**src/rtl/elevator_call_scheduler_if.sv**
```systemverilog
// Call-button, car-feedback and command bundle between the buttons/car (master)
// and the scheduler (slave).
interface elevator_call_scheduler_if;
  logic       ra;
  logic       rb;
  logic       rc;
  logic       rd;
  logic [1:0] car_floor;
  logic       car_arrived;
  logic       move_up;
  logic       move_down;
  logic       door_open;
  logic       dir;
  logic [3:0] pending;

  modport master (
    output ra, rb, rc, rd, car_floor, car_arrived,
    input  move_up, move_down, door_open, dir, pending
  );

  modport slave (
    input  ra, rb, rc, rd, car_floor, car_arrived,
    output move_up, move_down, door_open, dir, pending
  );
endinterface

```
**src/rtl/elevator_call_scheduler.sv**
```systemverilog
// 4-floor SCAN call scheduler: latches hall calls, commands car motion and times door dwell.
// Call pulse at edge k is visible in pending after k; motion/door output rises after k+1.
module elevator_call_scheduler #(
  parameter int DOOR_CYCLES = 4,
  parameter int CNT_W       = 3
) (
  input logic                    clk,
  input logic                    rst,
  elevator_call_scheduler_if.slave bus
);

  typedef enum logic [1:0] {
    IDLE = 2'd0,
    UP   = 2'd1,
    DOWN = 2'd2,
    DOOR = 2'd3
  } state_t;

  localparam logic [CNT_W-1:0] CNT_LOAD = CNT_W'(DOOR_CYCLES - 1);
  localparam logic [CNT_W-1:0] CNT_ONE  = CNT_W'(1);

  state_t           state;
  state_t           state_nxt;
  logic [CNT_W-1:0] cnt;
  logic [CNT_W-1:0] cnt_nxt;
  logic             dir_nxt;
  logic [3:0]       calls;
  logic [3:0]       here;
  logic [3:0]       clr;
  logic             hit;
  logic             call_here;
  logic             any_above;
  logic             any_below;

  always_comb begin
    calls     = {bus.rd, bus.rc, bus.rb, bus.ra};
    here      = 4'b0001 << bus.car_floor;
    hit       = |(bus.pending & here);
    call_here = |(calls & here);
    any_above = |(bus.pending & (4'b1110 << bus.car_floor));
    any_below = |(bus.pending & (here - 4'd1));
  end

  always_comb begin
    state_nxt = state;
    cnt_nxt   = cnt;
    dir_nxt   = bus.dir;
    clr       = 4'b0000;
    case (state)
      IDLE: begin
        if (hit) begin
          state_nxt = DOOR;
          cnt_nxt   = CNT_LOAD;
          clr       = here;
        end else if (any_above && (bus.dir || !any_below)) begin
          state_nxt = UP;
          dir_nxt   = 1'b1;
        end else if (any_below) begin
          state_nxt = DOWN;
          dir_nxt   = 1'b0;
        end
      end
      UP: begin
        if (bus.car_arrived) begin
          if (hit) begin
            state_nxt = DOOR;
            cnt_nxt   = CNT_LOAD;
            clr       = here;
          end else if (bus.car_floor == 2'd3) begin
            state_nxt = IDLE;
          end
        end
      end
      DOWN: begin
        if (bus.car_arrived) begin
          if (hit) begin
            state_nxt = DOOR;
            cnt_nxt   = CNT_LOAD;
            clr       = here;
          end else if (bus.car_floor == 2'd0) begin
            state_nxt = IDLE;
          end
        end
      end
      default: begin
        // Calls for the floor whose door is open are absorbed and extend the dwell.
        clr = here;
        if (call_here) begin
          cnt_nxt = CNT_LOAD;
        end else if (cnt == '0) begin
          state_nxt = IDLE;
        end else begin
          cnt_nxt = cnt - CNT_ONE;
        end
      end
    endcase
  end

  always_ff @(posedge clk or posedge rst) begin
    if (rst) begin
      state         <= IDLE;
      cnt           <= '0;
      bus.dir       <= 1'b1;
      bus.pending   <= 4'b0000;
      bus.move_up   <= 1'b0;
      bus.move_down <= 1'b0;
      bus.door_open <= 1'b0;
    end else begin
      state         <= state_nxt;
      cnt           <= cnt_nxt;
      bus.dir       <= dir_nxt;
      bus.pending   <= (bus.pending | calls) & ~clr;
      bus.move_up   <= (state_nxt == UP);
      bus.move_down <= (state_nxt == DOWN);
      bus.door_open <= (state_nxt == DOOR);
    end
  end

endmodule

```
**src/flat_wrapper.sv**
```systemverilog
// flat-port wrapper written by rule: the top's interface ports become plain ports
module elevator_call_scheduler_flat 
#(
  parameter int DOOR_CYCLES = 4,
  parameter int CNT_W       = 3
)
  (clk, rst, bus_ra, bus_rb, bus_rc, bus_rd, bus_car_floor, bus_car_arrived, bus_move_up, bus_move_down, bus_door_open, bus_dir, bus_pending);
  elevator_call_scheduler_if bus_i ();
  input logic clk;
  input logic rst;
  input wire logic [$bits(bus_i.ra)-1:0] bus_ra;
  input wire logic [$bits(bus_i.rb)-1:0] bus_rb;
  input wire logic [$bits(bus_i.rc)-1:0] bus_rc;
  input wire logic [$bits(bus_i.rd)-1:0] bus_rd;
  input wire logic [$bits(bus_i.car_floor)-1:0] bus_car_floor;
  input wire logic [$bits(bus_i.car_arrived)-1:0] bus_car_arrived;
  output wire logic [$bits(bus_i.move_up)-1:0] bus_move_up;
  output wire logic [$bits(bus_i.move_down)-1:0] bus_move_down;
  output wire logic [$bits(bus_i.door_open)-1:0] bus_door_open;
  output wire logic [$bits(bus_i.dir)-1:0] bus_dir;
  output wire logic [$bits(bus_i.pending)-1:0] bus_pending;
  assign bus_i.ra = bus_ra;
  assign bus_i.rb = bus_rb;
  assign bus_i.rc = bus_rc;
  assign bus_i.rd = bus_rd;
  assign bus_i.car_floor = bus_car_floor;
  assign bus_i.car_arrived = bus_car_arrived;
  assign bus_move_up = bus_i.move_up;
  assign bus_move_down = bus_i.move_down;
  assign bus_door_open = bus_i.door_open;
  assign bus_dir = bus_i.dir;
  assign bus_pending = bus_i.pending;
  elevator_call_scheduler #(.DOOR_CYCLES(DOOR_CYCLES), .CNT_W(CNT_W)) u_core (.clk(clk), .rst(rst), .bus(bus_i));
endmodule
```
**config.mk**
```make
export PLATFORM = sky130hd
export DESIGN_NAME = elevator_call_scheduler_flat
export DESIGN_NICKNAME = d
export VERILOG_FILES = /design/src/rtl/elevator_call_scheduler_if.sv /design/src/rtl/elevator_call_scheduler.sv /design/src/flat_wrapper.sv
export SDC_FILE = /design/constraint.sdc
export NUM_CORES = 1
export LEC_CHECK = 0
export ABC_AREA = 1
export CORE_MARGIN = 2
export CORE_UTILIZATION = 52
export CTS_BUF_LIST = sky130_fd_sc_hd__clkbuf_16
export DETAILED_ROUTE_END_ITERATION = 7
export HOLD_SLACK_MARGIN = 0.1
export PLACE_DENSITY = 0.89
export SYNTH_ARGS = -nofsm -noshare
export SYNTH_HDL_FRONTEND = slang
export SYNTH_SLANG_ARGS = --single-unit
```
**constraint.sdc**
```tcl
create_clock -name clk -period 1.95 [get_ports clk]
set_clock_uncertainty 0.15 [all_clocks]
set_input_delay 0.4875 -clock clk [delete_from_list [all_inputs] [get_ports clk]]
set_output_delay 0.4875 -clock clk [all_outputs]
set_load 0.02 [all_outputs]
```
==> metrics.md <==
| Metric | Value |
|---|---|
| Syn avg cell area | `7.68 um^2` |
| Worst EP arrival | `1250 ps` |
| Least-Margin Pin Slew | `521 ps` |
| Leak | `0.000698 uW` |
| Row count | `15` |
| Pre-Repair DR Iteration Count | `4` |
| GPL Wtd Cong | `0.854` |
| Max Cap Viol | `0` |
| CP delay by family, top | `buffers and inverters` |
| Highest metal used | `met4` |
| Syn Inst Count | `131` |
| Vias in the first global route | `864` |
| CTS Sinks | `13` |
| Ys async rst share | `100%` |
| Status | `completed` |
| H-tree Lvls | `1` |
| Hold buffers post-CTS | `0` |
| Worst rel slew slack | `65.2%` |
| DRT met1 WL | `1000 um` |
| Fillers | `120` |
| Initial DRC count | `47` |
| Pins over their slew limit | `0` |
| Worst Path Required | `1310 ps` |
| N_diodes | `0` |
| CP Class | `reg2out` |
| Vias per inst | `5.13` |
| Number of flops mapped to enable cells by yosys | `0` |
| Detailed-placement wirelength estimate | `1700 um` |
| Crit path buf inv count | `1` |
| Area of the mapped netlist | `1010 um^2` |
| Pwr Total | `2050 uW` |
| Met3 WL | `144 um` |
| Share of layout cells above drive strength 1 | `26.3%` |
| HP Class | `reg2reg` |
| Core ar. | `1760 um^2` |
| Global Route Usage Sum | `24.6%` |
| Chip height | `48.0 um` |
| CTS max path bufs | `2` |
| Max Fanout on Critical Path | `4` |
| Total CTS buffers | `3` |
| Fin crit period | `1890 ps` |
| Largest stage delay, worst path | `630 ps` |
| Area added between synthesis and finish | `33.7%` |
| First-pass GRT wire length | `3850 um` |
| Yosys reg bits | `13` |
| Yosys cell types | `24` |
| Crit share post-route | `96.8%` |
| Final net count | `176` |
| Power Density | `1520 nW/um^2` |
| Clk slew on worst S/H paths | `50 ps` |
| Largest net degree at the start of global routing | `14` |
| Via Count | `949` |
| Primary FF master, synth | `dfrtp_1` |
| Syn. warnings | `0` |
| Endpoints failing hold | `0` |
| Antenna violations before repair | `0` |
| CTS root buffer | `clkbuf_16` |
| Total gr overflow | `0` |
| WL final | `2390 um` |
| Wire per inst | `12.9 um` |
| CTS tree | `built` |
| Hold slack | `340 ps` |
| Die Wd | `48.0 um` |
| Clock Latency Late Sink | `240 ps` |
| Seq/Total Area, Yosys | `32.5%` |
| Nature of the critical path startpoint | `register` |
| Routed Antenna Nets | `0` |
| VDD IR max | `836 uV` |
| DR DRC count | `0` |
| Setup crit end kind | `output port` |
| RSZ-0062 raised after global routing | `no` |
| Fmax | `530 MHz` |
| Initial Utilization | `57.0%` |
| Endpoints failing setup | `0` |
| # port buffers | `16` |
| Io pins | `17` |
| Critical Path Slowest Stage Cell | `clkdlybuf4s50_1` |
| Post-Syn Nets | `146` |
| Full die area | `2300 um^2` |
| Critical-path cell list | `clkdlybuf4s50_1` |
| WL met2 | `1210 um` |
-- cell usage after synthesis (3+ instances only) --
library cell  count  share of area (%)
nand3_2           3                3.0
nand2_1          34                 13
nor2_4            5                5.6
a21oi_1           6                3.0
dfrtp_1          12                 30
nor2_1            9                3.4
nand2_2           6                3.7
ha_1              6                7.5
nand3_1          12                6.0
nand2_4           3                3.4
inv_1            18                6.7
-- final timing paths --
kind	start	endpoint	slack (ps)	cells past startpoint
min in group asynchronous	rst	u_core.bus.pending[1]$_DFF_PP0_	430	2
max reg2reg	u_core.state[1]$_DFF_PP0_	u_core.bus.move_down$_DFF_PP0_	120	14
min	u_core.cnt[0]$_DFFE_PP0P_	u_core.cnt[0]$_DFFE_PP0P_	340	2
max in group asynchronous	rst	u_core.state[0]$_DFF_PP0_	840	2
max	u_core.bus.pending[3]$_DFF_PP0_	bus_pending[3]	60	1
min reg2reg	u_core.cnt[0]$_DFFE_PP0P_	u_core.cnt[0]$_DFFE_PP0P_	340	2
-- kinds of logic after synthesis --
family	synth area share, %
flip-flops	32.5
adder cells (fa/ha/maj)	7.46
AND/OR/NAND/NOR	40.9
buffers and inverters	10.6
AO/OA/AOI/OAI	8.58
-- routing by layer --
metal	up-vias	track usage [%]
li1	473	-
met3	4	6.42
met2	41	40.3
met1	431	31.1
met4	0	8.65
met5	-	0
-- flip-flops by register name (all words and copies together) (netlist names) --
| name | flops |
|---|---|
| u_core.bus.dir | 1 |
| u_core.bus.door_open | 1 |
| u_core.bus.move_down | 1 |
| u_core.bus.move_up | 1 |
| u_core.bus.pending | 4 |
| u_core.cnt | 3 |
| u_core.state | 2 |
-- cell usage in the layout, fill, tap and decap left out, drive strengths merged --
cell type,count
nand4,1
nand2,43
nand3,15
clkdlybuf4s50,10
a31oi,2
dfrtp,12
dlymetal6s2s,2
a22oi,1
a21oi,7
clkbuf,3
o21ai,3
inv,22
ha,6
nor2,16
dfstp,1
buf,11
o211ai,1
dlygate4sd2,4
-- metrics by stage --
| stage | std cells | setup slack, ps | TNS [ps] | utilization [%] | instance area, um^2 |
|---|---|---|---|---|---|
| floorplan | 131 | 302 | 0 | - | 1010 |
| global placement | 177 | -270 | -2560 | 69.6 | 1230 |
| detailed placement | 177 | -317 | -3170 | 69.6 | 1230 |
| CTS | 185 | 4.43 | 0 | 75.9 | 1340 |
| global route | 185 | 6.86 | 0 | 76.2 | 1350 |
| finish | 185 | 62.4 | 0 | 76.2 | 1350 |
-- what timing repair did --
item,4_1_cts,5_1_grt
gates cloned,2,0
pin swaps,1,0
resized for setup,8,3
setup buffers,2,0
setup endpoints to repair,9,3
-- final cells by class --
class | instances | area (um^2) | share of cell area (%)
Multi-Input combinational cell | 95 | 578 | 43.0
Sequential cell | 13 | 328 | 24.4
Timing Repair Buffer | 27 | 245 | 18.2
Inverter | 21 | 83.8 | 6.23
Clock buffer | 3 | 75.1 | 5.58
Tap cell | 25 | 31.3 | 2.33
Clock inverter | 1 | 3.75 | 0.279
-- report_power, final --
group          leakage (uW)  switching, uW  internal, uW
logic              0.000510            712           455
clock network     0.0000423            116           271
registers          0.000145           98.7           394
No activity file was read; power rests on OpenSTA's default activity.
